## config.mk

```make
export PLATFORM = sky130hd
export DESIGN_NAME = float_mul_dispatch
export DESIGN_NICKNAME = d
export VERILOG_FILES = /design/src/rtl/float_mul_dispatch.sv
export SDC_FILE = /design/constraint.sdc
export NUM_CORES = 1
export LEC_CHECK = 0
export BUFFER_PORTS_ARGS = -buffer_cell sky130_fd_sc_hd__buf_2
export CAP_MARGIN = 10
export CORE_MARGIN = 4
export CORE_UTILIZATION = 50
export CTS_CLUSTER_DIAMETER = 60
export CTS_CLUSTER_SIZE = 14
export DETAILED_ROUTE_END_ITERATION = 6
export PLACE_DENSITY = 0.71
export SYNTH_ARGS = -nofsm -noshare
export SYNTH_HDL_FRONTEND = slang
export SYNTH_SLANG_ARGS = --single-unit
```

## constraint.sdc

```tcl
create_clock -name clk -period 3.1 [get_ports clk]
set_input_delay 0.155 -clock clk [delete_from_list [all_inputs] [get_ports clk]]
set_output_delay 0.155 -clock clk [all_outputs]
set_load 0.01 [all_outputs]
```

## src/rtl/float_mul_dispatch.sv

```systemverilog
// Queues floating-point operand pairs and dispatches them one at a time to an
// external multiplier, returning tagged products in order with a per-request timeout.
module float_mul_dispatch #(
    parameter int float_width    = 32,
    parameter int tag_width      = 4,
    parameter int fifo_depth     = 4,
    parameter int timeout_cycles = 64
) (
    input  logic                   clk,
    input  logic                   rst,
    input  logic                   in_valid,
    output logic                   in_ready,
    input  logic [float_width-1:0] in_a,
    input  logic [float_width-1:0] in_b,
    input  logic [tag_width-1:0]   in_tag,
    output logic                   mul_req,
    output logic [float_width-1:0] mul_a,
    output logic [float_width-1:0] mul_b,
    input  logic                   mul_ack,
    input  logic [float_width-1:0] mul_out,
    output logic                   res_valid,
    input  logic                   res_ready,
    output logic [float_width-1:0] res_out,
    output logic [tag_width-1:0]   res_tag,
    output logic                   busy,
    output logic                   err
);
    localparam int ptr_w = $clog2(fifo_depth);
    localparam int cnt_w = $clog2(fifo_depth + 1);
    localparam int tmo_w = ($clog2(timeout_cycles + 1) > 7) ? $clog2(timeout_cycles + 1) : 7;
    localparam logic [cnt_w-1:0] depth_c    = cnt_w'(fifo_depth);
    localparam logic [tmo_w-1:0] tmo_last_c = tmo_w'(timeout_cycles - 1);

    typedef enum logic [1:0] {
        IDLE = 2'd0,
        WAIT = 2'd1,
        DONE = 2'd2
    } state_t;

    state_t                 state_r;
    state_t                 state_nxt_s;
    logic [float_width-1:0] mem_a_r   [fifo_depth];
    logic [float_width-1:0] mem_b_r   [fifo_depth];
    logic [tag_width-1:0]   mem_tag_r [fifo_depth];
    logic [ptr_w-1:0]       wr_ptr_r;
    logic [ptr_w-1:0]       rd_ptr_r;
    logic [cnt_w-1:0]       count_r;
    logic [cnt_w-1:0]       count_nxt_s;
    logic [tmo_w-1:0]       tmo_cnt_r;
    logic [tag_width-1:0]   tag_r;
    logic                   push_s;
    logic                   pop_s;
    logic                   issue_s;
    logic                   timeout_s;
    logic                   empty_s;

    // in_ready is a registered copy of !full, so it is exact for the current count
    assign push_s  = in_valid && in_ready;
    assign empty_s = (count_r == cnt_w'(0));

    // Next-state and dispatch/retire decisions
    always_comb begin
        state_nxt_s = state_r;
        issue_s     = 1'b0;
        pop_s       = 1'b0;
        timeout_s   = 1'b0;
        case (state_r)
            IDLE: begin
                if (!empty_s && !res_valid) begin
                    state_nxt_s = WAIT;
                    issue_s     = 1'b1;
                end else begin
                    state_nxt_s = IDLE;
                end
            end
            WAIT: begin
                if (mul_ack) begin
                    state_nxt_s = DONE;
                    pop_s       = 1'b1;
                end else if (tmo_cnt_r == tmo_last_c) begin
                    state_nxt_s = DONE;
                    pop_s       = 1'b1;
                    timeout_s   = 1'b1;
                end else begin
                    state_nxt_s = WAIT;
                end
            end
            DONE:    state_nxt_s = IDLE;
            default: state_nxt_s = IDLE;
        endcase
    end

    // Queue occupancy after this cycle's push/pop
    always_comb begin
        count_nxt_s = count_r;
        case ({push_s, pop_s})
            2'b10:   count_nxt_s = count_r + cnt_w'(1);
            2'b01:   count_nxt_s = count_r - cnt_w'(1);
            default: count_nxt_s = count_r;
        endcase
    end

    // Operand queue storage; contents are don't-care until written
    always_ff @(posedge clk) begin
        if (push_s) begin
            mem_a_r[wr_ptr_r]   <= in_a;
            mem_b_r[wr_ptr_r]   <= in_b;
            mem_tag_r[wr_ptr_r] <= in_tag;
        end
    end

    // State register, queue pointers and occupancy
    always_ff @(posedge clk) begin
        if (rst) begin
            state_r  <= IDLE;
            wr_ptr_r <= ptr_w'(0);
            rd_ptr_r <= ptr_w'(0);
            count_r  <= cnt_w'(0);
            in_ready <= 1'b1;
            busy     <= 1'b0;
        end else begin
            state_r  <= state_nxt_s;
            count_r  <= count_nxt_s;
            in_ready <= (count_nxt_s != depth_c);
            busy     <= (state_nxt_s != IDLE);
            if (push_s) begin
                wr_ptr_r <= wr_ptr_r + ptr_w'(1);
            end
            if (pop_s) begin
                rd_ptr_r <= rd_ptr_r + ptr_w'(1);
            end
        end
    end

    // Multiplier request: operands and tag latched from the queue head on issue
    always_ff @(posedge clk) begin
        if (rst) begin
            mul_req   <= 1'b0;
            mul_a     <= '0;
            mul_b     <= '0;
            tag_r     <= '0;
            tmo_cnt_r <= tmo_w'(0);
        end else begin
            mul_req <= issue_s;
            if (issue_s) begin
                mul_a     <= mem_a_r[rd_ptr_r];
                mul_b     <= mem_b_r[rd_ptr_r];
                tag_r     <= mem_tag_r[rd_ptr_r];
                tmo_cnt_r <= tmo_w'(0);
            end else if (state_r == WAIT) begin
                tmo_cnt_r <= tmo_cnt_r + tmo_w'(1);
            end
        end
    end

    // Result slot; a timed-out request returns zero and latches err until reset
    always_ff @(posedge clk) begin
        if (rst) begin
            res_valid <= 1'b0;
            res_out   <= '0;
            res_tag   <= '0;
            err       <= 1'b0;
        end else begin
            if (pop_s) begin
                res_out <= timeout_s ? '0 : mul_out;
            end
            if (timeout_s) begin
                err <= 1'b1;
            end
            if (state_r == DONE) begin
                res_valid <= 1'b1;
                res_tag   <= tag_r;
            end else if (res_valid && res_ready) begin
                res_valid <= 1'b0;
            end
        end
    end

endmodule

```

==> results.md <==
Timing:
- Across the routed clock network, the largest skew measured is 17.29 ps.
- Counting I/O delays and the setup requirement, the final critical path takes 2623 ps.
- The transition at the pin with the smallest max-transition slack is 930.4 ps.
- Final hold analysis gives a worst-case slack of 188.8 ps.
- Setup violations remaining at the end of the flow were counted as 0.
- Setup repair after global routing left no endpoint under its margin.
- The total count of max-transition violations in the final report is 0.
- The final number of hold-violating endpoints is 0.
- The final setup slack of the worst path is 476.6 ps.
- For this run, the top clock speed supported by timing is 0.3812 GHz.
- The aggregate negative setup slack is 0 ps.
- In the finished design, the share of the clock period the worst path needs comes to 0.8463.
- Measured against its own limit, the worst slew margin works out to 0.3777.

Placed design:
- The HPWL after detailed placement is 18.97 mm.
- The congestion estimate from routability-driven global placement came to 0.8191.
- The number of I/O port buffers is 209.
- At the placement stage, the worst setup path has a slack of 489.3 ps.

Drt:
- In this run, the number of DRC markers left after iteration 0 of detailed routing was 675.
- The count of unresolved DRC violations after routing is 0.
- The detailed-route vias per instance is 5.546.
- The detailed router placed 9,106 vias in this run.
- The final wirelength is 33.64 mm.
- The first detailed-routing pass ran for 5 iterations.
- In the final routed layout, each cell accounts on average for 20.49 µm.
- In this run the remaining antenna-violating nets after routing total 0.

Pwr:
- Of the total power, the clock network draws 0.302.
- The highest ir drop seen on vdd is 554.8 µV.
- The register share of total power is 0.475.
- The internal power component is 0.009953 W.
- The switching part of the total is 0.2879.
- The net load switching power is 0.004025 W.
- The power density over cell area is 760.1 nW/µm².
- Of the total power, combinational logic draws 0.223.
- The cell leakage power is 6.646 nW.

Synth:
- During synthesis, Yosys emitted a total of 0 warnings.
- Synthesis produced a netlist with a net count of 1,048.
- Each instance of the synthesized netlist takes up on average 15.80 µm².
- Summing every instance area after synthesis gives 14,790 µm².
- The number of cells produced by synthesis is 936.
- The number of different library cells in the post-synthesis netlist is 42.
- For this run, the register share of the synthesized area comes to 0.7216.
- Synthesis inferred 397 register bits.

Die:
- The die area is 32,390 µm².
- In this run the count of I/O pins placed on the die edge is 210.
- The initial standard-cell utilization of the core is 0.5111.
- From bottom edge to top edge, the die measures 180.0 µm.
- The die boundary width is 180.0 µm.
- The placeable core region is 28,940 µm².
- The number of placement rows is 62.

Min path:
- The worst hold path belongs to the class primary input to register.

Setup path:
- The required time reported for the critical path endpoint is 3500 ps.
- The maximum fanout encountered on the critical timing path is 6.
- The family with the most delay on the worst path is adder cells.
- Together, buffers and inverters on the worst path number 1.
- Walking the worst path, the cells encountered are ha_1, nand3b_1, o31ai_4, ha_1, inv_1, fa_1, xor2_1, or3_1, a211o_1.
- The cell occurring most often along the worst timing path is ha_1.
- The startpoint-to-endpoint class of the critical path is register to register.
- The master of the slowest instance on the critical path is dfxtp_1.
- The largest stage delay on the critical path is 380 ps.
- At the worst endpoint, the arrival time is 3020 ps.
- The endpoint type of the worst setup path is a register.
- The worst setup path is launched from a register.

Clock tree:
- The clock tree from TritonCTS is done.
- Buffers inserted to repair hold after CTS numbered 103.
- The CTS sink count is 397.
- CTS placed an instance of clkbuf_16 at the clock tree root.
- After clock tree synthesis, the clock-pin slew on the worst setup and hold paths is 60 ps.
- The H-tree was split into 2 levels.
- Once the clock tree was built, the resizer swapped 0 gates to a different size.
- Buffers inserted during clock tree synthesis total 35.
- In this run the post-CTS setup repair buffer count came out at 0.
- For the worst-skew pair, the clock arrives at the later sink with an insertion delay of 510 ps.
- The maximum buffer depth of the clock tree is 3.

Finish:
- The number of diodes is 0.
- The final layout contains 1,349 nets.
- The share of layout cells above drive strength 1 is 0.2814.
- Relative to the synthesized area, the layout overhead comes to 24.36%.

Global routing:
- The via count of the first global-routing pass was 9,343.
- The first-pass GRT wire length is 52.93 mm.
- Entering global routing, the biggest net connects 70 pins.
- In the global route stage, overall resource usage came out at 0.2035.
- The number of antenna violations at the first check in global routing is 1.
- The total congestion overflow is 0.

Flow run:
- The tool flagged a number of max-cap violations equal to 0.

Run status:
- The run finished with clean final reports.
flip-flops by register name, summed over array words and instances, names as in the netlist, 2 cells and up:
register and cells:
mul_a 32, tag_r 4, mul_b 32, res_tag 4
mem_a_r 128, wr_ptr_r 2, mem_tag_r 16, tmo_cnt_r 7
state_r 2, count_r 3, mem_b_r 128, rd_ptr_r 2
res_out 32
per-stage QoR:
stage               power [W]  cells  utilization  instance area (µm²)
finish                0.01398   1642       0.6356                18390
global route          0.01462   1642       0.6356                18390
CTS                   0.01412   1642       0.6356                18390
detailed placement   0.009780   1481       0.5621                16260
global placement     0.009712   1481       0.5621                16260
floorplan            0.008606    936            -                14790
cell families after synthesis:
family	after synthesis	share of synthesized area
AND/OR/NAND/NOR	153	0.05220
XOR/XNOR	4	0.002369
flip-flops	397	0.7215
adder cells (fa/ha/maj)	7	0.006430
AO/OA/AOI/OAI	191	0.07522
multiplexers	75	0.1084
buffers and inverters	109	0.03384
area by class of cell:
type,instances,area [µm²]
repair buffers,334,2345
clock inverters,4,73.82
fillers,2045,10550
well taps,384,480.5
flip-flops and latches,397,10680
multi-input cells,430,3646
inverters,39,146.4
clock buffers,54,1021
placed cells by master, fill, tap and decap left out, types with 2 or more instances in the layout:
master and instances:
edfxtp_1 272, buf_2 208, dfxtp_1 123, dlygate4sd3_1 103, a21oi_1 79, nand3_1 70, mux4_2 68, o21ai_0 65
inv_1 38, nand2_1 38, clkbuf_16 38, o32ai_1 32, clkbuf_1 15, buf_4 15, nor2_1 12, o21ai_1 10
buf_12 8, mux2i_1 6, ha_1 6, nand2b_1 5, or3_1 5, and3_4 4, nor2b_1 4, xor2_1 3
nand4_1 2, nand3b_1 2, nor3_4 2, or3_2 2, nand4b_1 2, nor3b_1 2, bufinv_16 2, dfxtp_4 2
metal layers:
layer	vias to the layer above	routed length, µm	part of all wire	track usage
li1	4204	-	-	-
met1	4540	14550	0.43	0.2787
met2	313	16280	0.48	0.3395
met3	47	2175	0.065	0.04123
met4	2	633	0.019	0.05029
met5	-	7	0.00021	0
power by group through the flow:
| stage | logic (W) | clock network, W | registers (W) |
|---|---|---|---|
| finish | 0.00311 | 0.00423 | 0.00664 |
| global route | 0.00339 | 0.00452 | 0.00671 |
| CTS | 0.00314 | 0.00434 | 0.00664 |
| detailed placement | 0.00303 | 0 | 0.00675 |
| global placement | 0.00298 | 0 | 0.00673 |
| floorplan | 0.00181 | 0 | 0.00679 |
synth_stat cells:
| master | count | share of area |
|---|---|---|
| a211o_1 | 1 | 0.00059 |
| a21oi_1 | 79 | 0.027 |
| a31oi_1 | 1 | 0.00042 |
| and3_1 | 4 | 0.0017 |
| and3b_1 | 1 | 0.00059 |
| and4_1 | 1 | 0.00059 |
| buf_1 | 1 | 0.00025 |
| buf_2 | 12 | 0.0041 |
| buf_4 | 12 | 0.0061 |
| buf_6 | 4 | 0.0030 |
| clkbuf_1 | 40 | 0.010 |
| clkbuf_2 | 1 | 0.00034 |
| clkinv_1 | 1 | 0.00025 |
| dfxtp_1 | 125 | 0.17 |
| edfxtp_1 | 272 | 0.55 |
| fa_1 | 1 | 0.0014 |
| ha_1 | 6 | 0.0051 |
| inv_1 | 38 | 0.0096 |
| mux2_1 | 1 | 0.00076 |
| mux2i_1 | 6 | 0.0041 |
| mux4_2 | 68 | 0.10 |
| nand2_1 | 38 | 0.0096 |
| nand2b_1 | 5 | 0.0021 |
| nand3_1 | 70 | 0.024 |
| nand3b_1 | 2 | 0.0010 |
| nand4_1 | 2 | 0.00085 |
| nand4b_1 | 2 | 0.0012 |
| nor2_1 | 12 | 0.0030 |
| nor2b_1 | 4 | 0.0017 |
| nor3_1 | 1 | 0.00034 |
| nor3_2 | 1 | 0.00068 |
| nor3_4 | 1 | 0.0011 |
| nor3b_1 | 2 | 0.0010 |
| o2111ai_1 | 1 | 0.00059 |
| o21ai_0 | 65 | 0.022 |
| o21ai_1 | 10 | 0.0034 |
| o21ai_4 | 1 | 0.0011 |
| o31ai_4 | 1 | 0.0014 |
| o32ai_1 | 32 | 0.019 |
| or3_1 | 7 | 0.0030 |
| xnor2_1 | 1 | 0.00059 |
| xor2_1 | 3 | 0.0018 |
final timing paths:
path,startpoint,endpoint,slack [ps],cells past startpoint
min reg2reg,res_out[25],res_out[25],460,2
max reg2reg,tmo_cnt_r[0],in_ready,480,9
min,rst,err,190,2
max,tmo_cnt_r[0],in_ready,480,9
Power figures use the tool's default switching activity.
